===== src/rtl/apu_ram_pkg.sv =====
// apu_ram_pkg: shared widths, owner encoding and streak limit for the audio RAM arbiter
package apu_ram_pkg;
    localparam int APU_ADDR_W = 16;
    localparam int APU_DATA_W = 8;
    localparam int DSP_STREAK_MAX_LIMIT = 15;
    typedef enum logic [1:0] {OWN_NONE, OWN_HOST, OWN_DSP, OWN_CPU} owner_t;
endpackage


===== src/rtl/apu_arb_sched.sv =====
// apu_arb_sched: winner selection, DSP streak guard (APU_ARB_STREAK_GUARD_EN) and read-owner register
module apu_arb_sched
    import apu_ram_pkg::*;
#(
    parameter int DSP_STREAK_MAX = 4
) (
    input  logic   clk,
    input  logic   rst_n,
    input  logic   host_lock,
    input  logic   host_req,
    input  logic   dsp_req,
    input  logic   cpu_req,
    input  logic   host_we,
    input  logic   dsp_we,
    input  logic   cpu_we,
    output owner_t winner,
    output owner_t rd_owner
);
    if (DSP_STREAK_MAX < 1 || DSP_STREAK_MAX > DSP_STREAK_MAX_LIMIT) begin : g_bad_streak
        $error("DSP_STREAK_MAX out of range 1..15");
    end

    logic host_win, dsp_win, cpu_win, win_we, cpu_turn, shared_ok;

`ifdef APU_ARB_STREAK_GUARD_EN
    localparam logic [3:0] STREAK_CAP = 4'(DSP_STREAK_MAX);
    logic [3:0] streak;
    assign cpu_turn = streak == STREAK_CAP;
    // Count consecutive DSP wins while the CPU waits; any CPU win or idle CPU restarts the count
    always_ff @(posedge clk or negedge rst_n) begin
        if (!rst_n) streak <= '0;
        else if (cpu_win || !cpu_req) streak <= '0;
        else if (dsp_win && streak != STREAK_CAP) streak <= streak + 4'd1;
    end
`else
    assign cpu_turn = 1'b0;
`endif

    // Fixed priority host > DSP > CPU; the CPU jumps the DSP once its turn comes; nothing wins in reset
    always_comb begin
        shared_ok = rst_n && !host_req && !host_lock;
        host_win  = rst_n && host_req;
        dsp_win   = shared_ok && dsp_req && !(cpu_turn && cpu_req);
        cpu_win   = shared_ok && cpu_req && (!dsp_req || cpu_turn);
        winner    = host_win ? OWN_HOST : dsp_win ? OWN_DSP : cpu_win ? OWN_CPU : OWN_NONE;
        win_we    = host_win ? host_we : dsp_win ? dsp_we : cpu_we;
    end

    // Remember who issued a read so its rvalid fires on the following cycle
    always_ff @(posedge clk or negedge rst_n) begin
        if (!rst_n) rd_owner <= OWN_NONE;
        else rd_owner <= (winner != OWN_NONE && !win_we) ? winner : OWN_NONE;
    end
endmodule


===== src/rtl/apu_ram_arbiter.sv =====
// apu_ram_arbiter: shares the 64 KiB audio RAM between host, DSP and CPU (streak guard: APU_ARB_STREAK_GUARD_EN)
module apu_ram_arbiter
    import apu_ram_pkg::*;
#(
    parameter int DSP_STREAK_MAX = 4
) (
    input  logic                  clk,
    input  logic                  rst_n,
    input  logic                  host_lock,
    input  logic                  host_req,
    input  logic [APU_ADDR_W-1:0] host_addr,
    input  logic [APU_DATA_W-1:0] host_wdata,
    input  logic                  host_we,
    input  logic                  dsp_req,
    input  logic [APU_ADDR_W-1:0] dsp_addr,
    input  logic [APU_DATA_W-1:0] dsp_wdata,
    input  logic                  dsp_we,
    input  logic                  cpu_req,
    input  logic [APU_ADDR_W-1:0] cpu_addr,
    input  logic [APU_DATA_W-1:0] cpu_wdata,
    input  logic                  cpu_we,
    output logic                  host_gnt,
    output logic                  dsp_gnt,
    output logic                  cpu_gnt,
    output logic                  host_rvalid,
    output logic                  dsp_rvalid,
    output logic                  cpu_rvalid,
    output logic [APU_DATA_W-1:0] rdata,
    output logic [APU_ADDR_W-1:0] ram_address,
    output logic [APU_DATA_W-1:0] ram_write,
    output logic                  ram_write_enable,
    input  logic [APU_DATA_W-1:0] ram_read
);
    owner_t winner, rd_owner;

    apu_arb_sched #(.DSP_STREAK_MAX(DSP_STREAK_MAX)) u_sched (
        .clk      (clk),
        .rst_n    (rst_n),
        .host_lock(host_lock),
        .host_req (host_req),
        .dsp_req  (dsp_req),
        .cpu_req  (cpu_req),
        .host_we  (host_we),
        .dsp_we   (dsp_we),
        .cpu_we   (cpu_we),
        .winner   (winner),
        .rd_owner (rd_owner)
    );

    // Route the winner onto the RAM bus; an idle bus is driven to all zeros
    always_comb begin
        host_gnt         = winner == OWN_HOST;
        dsp_gnt          = winner == OWN_DSP;
        cpu_gnt          = winner == OWN_CPU;
        ram_address      = host_gnt ? host_addr  : dsp_gnt ? dsp_addr  : cpu_gnt ? cpu_addr  : '0;
        ram_write        = host_gnt ? host_wdata : dsp_gnt ? dsp_wdata : cpu_gnt ? cpu_wdata : '0;
        ram_write_enable = host_gnt ? host_we    : dsp_gnt ? dsp_we    : cpu_gnt && cpu_we;
        host_rvalid      = rd_owner == OWN_HOST;
        dsp_rvalid       = rd_owner == OWN_DSP;
        cpu_rvalid       = rd_owner == OWN_CPU;
        rdata            = ram_read;
    end
endmodule


===== config.mk =====
export PLATFORM = sky130hd
export DESIGN_NAME = apu_ram_arbiter
export DESIGN_NICKNAME = d
export VERILOG_FILES = /design/src/rtl/apu_ram_pkg.sv /design/src/rtl/apu_arb_sched.sv /design/src/rtl/apu_ram_arbiter.sv
export SDC_FILE = /design/constraint.sdc
export NUM_CORES = 1
export LEC_CHECK = 0
export CAP_MARGIN = 30
export CORE_MARGIN = 2
export CORE_UTILIZATION = 26
export DETAILED_ROUTE_END_ITERATION = 8
export GPL_TIMING_DRIVEN = 0
export PLACE_DENSITY = 0.88
export SLEW_MARGIN = 20
export SYNTH_ARGS = -nofsm -noshare
export SYNTH_HDL_FRONTEND = slang
export SYNTH_HIERARCHICAL = 1
export SYNTH_SLANG_ARGS = --single-unit

===== constraint.sdc =====
create_clock -name clk -period 5.6 [get_ports clk]
set_input_delay 1.68 -clock clk [delete_from_list [all_inputs] [get_ports clk]]
set_output_delay 1.68 -clock clk [all_outputs]
set_load 0.1 [all_outputs]

[After elaboration in Yosys (flattened, before gate mapping)]
Cells that the tools add are included.
Storage, ports and cells
  logic and storage cells: 34
  register bits: 2
  output and inout bits: 39
  input bits: 89
Cells by class
  multiplexer cells: 14
  reduce and logical (&&, ||, !) cells: 13
  equal/unequal tests: 6
Operators with widths (number)
  $mux W16: 3
  $mux W8: 3
  $eq A2 B2 Y1 const B: 4
  $logic_and A1 B1 Y1: 8
  $mux W2: 4
  $eq A2 B1 Y1 const B: 2
  $logic_not A1 Y1: 4
  $mux W1: 4
  $reduce_bool A2 Y1: 1

[Depth between registers and ports, before layout]
  depth in word-level cells: 12
  gate-level depth with buffers: 7
  mapped depth without buffers: 4

[Hierarchy]
Netlist, hierarchy kept.
By module, submodules not included
  apu_ram_arbiter: instances 1, seq. area each 0.0 µm², cells each 73, area an instance 768.2 µm²
  apu_arb_sched: instances 1, seq. area each 50.0 µm², cells each 12, area an instance 111.4 µm²

[Worst setup path after synthesis]
OpenSTA, ideal clock, no wires.
  kind: input port to output port
  start: input port host_lock
  end: output port ram_address[13]
  path slack: 221 ps
  path buffers: 3
  arrival: 3699 ps
  stages: 7
  required time: 3920 ps
  cell sequence: or3b_1 > nor2_1 > buf_6 > nor2b_4 > buf_6 > buf_6 > a22o_1
On the way
  elaborated cells between the ends (all ways): 14
  classes of those cells: eq/ne: 3; mux: 6; reduce/logical: 5
RTL lines
  from (decl): RTL line apu_ram_arbiter.sv:9  | input logic host_lock,
  $logic_not A1 Y1 (*): RTL line apu_arb_sched.sv:41  | shared_ok = rst_n && !host_req && !host_lock;
  $logic_and A1 B1 Y1 (*): RTL line apu_arb_sched.sv:41
  $logic_and A1 B1 Y1 (2 in series): RTL line apu_arb_sched.sv:44  | cpu_win = shared_ok && cpu_req && (!dsp_req || cpu_turn);
  $mux W2: RTL line apu_arb_sched.sv:45  | winner = host_win ? OWN_HOST : dsp_win ? OWN_DSP : cpu_win ? OWN_CPU : OWN_NONE;
  $mux W2 (*) (2 in series): RTL line apu_arb_sched.sv:45
  net winner[1]: RTL line apu_ram_arbiter.sv:34  | owner_t winner, rd_owner;
  $eq A2 B2 Y1 (*): RTL line apu_ram_arbiter.sv:53  | dsp_gnt = winner == OWN_DSP;
  net dsp_gnt: RTL line apu_ram_arbiter.sv:23  | output logic dsp_gnt,
  $mux W16 (*) (2 in series): RTL line apu_ram_arbiter.sv:55  | ram_address = host_gnt ? host_addr : dsp_gnt ? dsp_addr : cpu_gnt ? cpu_addr : '0;
  to (decl): RTL line apu_ram_arbiter.sv:29  | output logic [APU_ADDR_W-1:0] ram_address,
The timed path passes the listed nets; every way through them passes the cells marked *.

[Worst setup path in the final report]
  start: input port host_req
  end: output port ram_write[3]
On the way
  word-level cells in the longest chain between the ends: 12
  elaborated cells between the ends (all ways): 16
  classes of those cells: eq/ne: 3; mux: 6; reduce/logical: 7
RTL lines
  from (decl): RTL line apu_ram_arbiter.sv:10  | input logic host_req,
  $logic_not A1 Y1: RTL line apu_arb_sched.sv:41
  $logic_and A1 B1 Y1 (2 in series): RTL line apu_arb_sched.sv:41
  $logic_and A1 B1 Y1 (2 in series): RTL line apu_arb_sched.sv:44
  $mux W2 (2 in series): RTL line apu_arb_sched.sv:45
  $mux W2 (*): RTL line apu_arb_sched.sv:45
  net winner[1]: RTL line apu_ram_arbiter.sv:34
  $eq A2 B2 Y1: RTL line apu_ram_arbiter.sv:54  | cpu_gnt = winner == OWN_CPU;
  $mux W8 (2 in series): RTL line apu_ram_arbiter.sv:56  | ram_write = host_gnt ? host_wdata : dsp_gnt ? dsp_wdata : cpu_gnt ? cpu_wdata : '0;
  $mux W8 (*): RTL line apu_ram_arbiter.sv:56
  to (decl): RTL line apu_ram_arbiter.sv:30  | output logic [APU_DATA_W-1:0] ram_write,
Marked as above.

==> summary.md <==
| Metric | Value |
|---|---|
| Initial Util | `0.268` |
| Core Rows | `21` |
| Wire per inst | `12.9 um` |
| Routed WL | `3270 um` |
| Async S/R FF share, synth | `1.00` |
| Largest net degree at the start of global routing | `11` |
| Synthesis warning total | `6` |
| Max-slew violation count | `0` |
| DR iter-0 viols | `30` |
| Crit-path leading delay family | `buffers and inverters` |
| Buffers on Ports | `119` |
| Slew @ Worst Pin | `0.972 ns` |
| Final GP Congestion | `0.823` |
| Kind of critical path | `in -> out` |
| FMAX | `0.185 GHz` |
| Overflow after GRT | `0` |
| Layout cells sized above 1 | `0.353` |
| Pre-Repair DR Iteration Count | `4` |
| CP required | `3.92 ns` |
| Crit-path cells | `clkdlybuf4s50_1 -> or3b_1 -> nor2_1 -> buf_6 -> buf_8 -> mux2_4 -> a22o_1 -> buf_4` |
| Post-Synthesis Cells | `85` |
| HPWL after DPL | `2820 um` |
| DR vias/cell | `4.47` |
| Yosys reg bits | `2` |
| Area leader, netlist | `mux2_4` |
| Vias | `1,131` |
| Clock-pin slew on the worst setup and hold paths | `0.03 ns` |
| Nets | `298` |
| # setup viols final | `0` |
| CP max stage delay | `0.43 ns` |
| CP Buf/Inv Count | `4` |
| CTS Buf Count | `3` |
| Routed Antenna Nets | `0` |
| Outcome | `finished, final reports clean` |
| Post-placement worst setup slack | `-0.784 ns` |
| Top Registers | `u_sched/rd_owner (2)` |
| Maximum vdd drop | `0.0000595 V` |
| CP Capture Type | `output port` |
| First-pass GRT wire length | `5320 um` |
| Final Hold Viols | `0` |
| Avg Inst Size Synth | `10.3 sq um` |
| Synth top area cells | `mux2_4, a22o_1, mux2_2` |
| Final core occ | `0.651` |
| DRC Markers | `0` |
| Slew HR | `0.350` |
| Leakage | `0.941 nW` |
| H-tree levels | `1` |
| CTS tree | `done` |
| Antenna violations before repair | `0` |
| Max reg flops | `2` |
| P&R area growth vs syn | `143%` |
| Ys flop type | `dfrtp_1` |
| Worst min-delay path class | `in -> async` |
| CP arrival | `3.73 ns` |
| Die Y | `62.2 um` |
| CTS hold repair buffers | `0` |
| Area share of the largest cell type after synthesis | `0.307` |
| Core ar. | `0.00328 sq mm` |
| Number of global-route vias before repair | `1,168` |
| Die area | `0.00386 sq mm` |
| Hold Slack | `1.28 ns` |
| Synth cell types | `22` |
| Register area share after synthesis | `0.0569` |
| RSZ-0062 raised after global routing | `no` |
| Power Density | `144 mW/mm^2` |
| Max-cap check violation count | `0` |
| Boundary Pins | `128` |
| Top cells by count, synth | `a22o_1, mux2_4, buf_4` |
| Post-synth EDFFs | `0` |
| Most frequent cell after synthesis | `a22o_1` |
| Cell area after layout | `0.00214 sq mm` |
| Diode count | `0` |
| Total global-route track usage | `0.167` |
| Clk sinks | `2` |
| Syn nets | `174` |
| Worst Setup Start Kind | `primary input` |
| Final Cycle Share | `0.966` |
| Most flops, register | `u_sched/rd_owner` |
| Root buffer selected by CTS | `clkbuf_4` |
| Final worst-path setup slack | `0.190 ns` |
| Placed Area | `0.00213 sq mm` |
| CTS Buffer Depth | `2` |
| Die X | `62.2 um` |
| Minimum clock period | `5.41 ns` |
| Netlist Area Pre-Place | `880 sq um` |
| Worst-path maximum fanout | `10` |
| Slowest library cell on the worst path | `clkdlybuf4s50_1` |
-- logic make-up after synthesis --
| kind of cell | count (synthesis) | synth area share |
|---|---|---|
| flip-flops | 2 | 0.0569 |
| buffers and inverters | 17 | 0.175 |
| multiplexers | 25 | 0.397 |
| AO/OA/AOI/OAI | 28 | 0.270 |
| AND/OR/NAND/NOR | 13 | 0.101 |
-- metal layers --
metal  GRT usage  vias up  wire (um)
met4      0.0417        0         19
met5           0        -          0
met1       0.186      507       1160
met2       0.322       58       1830
met3      0.0308        2        258
li1            -      564          -
-- metrics by stage --
| step | power (mW) | setup TNS [ns] | cells |
|---|---|---|---|
| floorplan | 0.185 | 0 | 85 |
| global placement | 0.275 | -19.76 | 250 |
| detailed placement | 0.278 | -19.69 | 250 |
| CTS | 0.304 | 0 | 253 |
| global route | 0.319 | 0 | 253 |
| finish | 0.308 | 0 | 253 |
-- worst paths after layout --
check / startpoint / end / slack [ns] / depth (start not counted)
setup / recovery: host_req / ram_write[3] / 0.19 / 8
min in group clk: rst_n / u_sched/rd_owner[0] / 1.82 / 3
max in group asynchronous: rst_n / u_sched/rd_owner[1] / 4.16 / 1
hold / removal: rst_n / u_sched/rd_owner[0] / 1.28 / 1
-- layout make-up --
type                            instances  area [sq um]
Clock buffer                            3          22.5
Multi-Input combinational cell         66           676
Sequential cell                         2          50.0
Fill cell                             277          1150
Tap cell                               46          57.6
Timing Repair Buffer                  119          1180
Buffer                                 17           154
-- report_power, final --
part           internal, mW  total, mW  switching (mW)  leakage, nW
sequential           0.0151     0.0153        0.000272       0.0272
combinational         0.107      0.262           0.155        0.900
clock                0.0236     0.0307         0.00718       0.0138
-- layout by cell type (no fill, tap or decap), drive strengths merged --
cell | Yosys | final
clkbuf | 1 | 7
or3b | 2 | 2
mux2 | 25 | 25
nor2 | 2 | 2
dlymetal6s2s | 0 | 1
nor3b | 1 | 1
nand2 | 1 | 1
clkdlybuf4s50 | 0 | 90
and2b | 1 | 1
and2 | 2 | 2
o22ai | 1 | 1
a22o | 25 | 25
a21oi | 1 | 1
nand2b | 1 | 1
o21a | 1 | 1
buf | 16 | 39
dfrtp | 2 | 2
clkdlybuf4s15 | 0 | 2
nor2b | 3 | 3
-- timing repair --
item | CTS | global route
gates cloned | 0 | 0
buffers inserted | 0 | 0
endpoints found under the setup margin | 28 | 27
resized for setup | 155 | 19
Note: power is estimated with default switching activity, not from simulation.
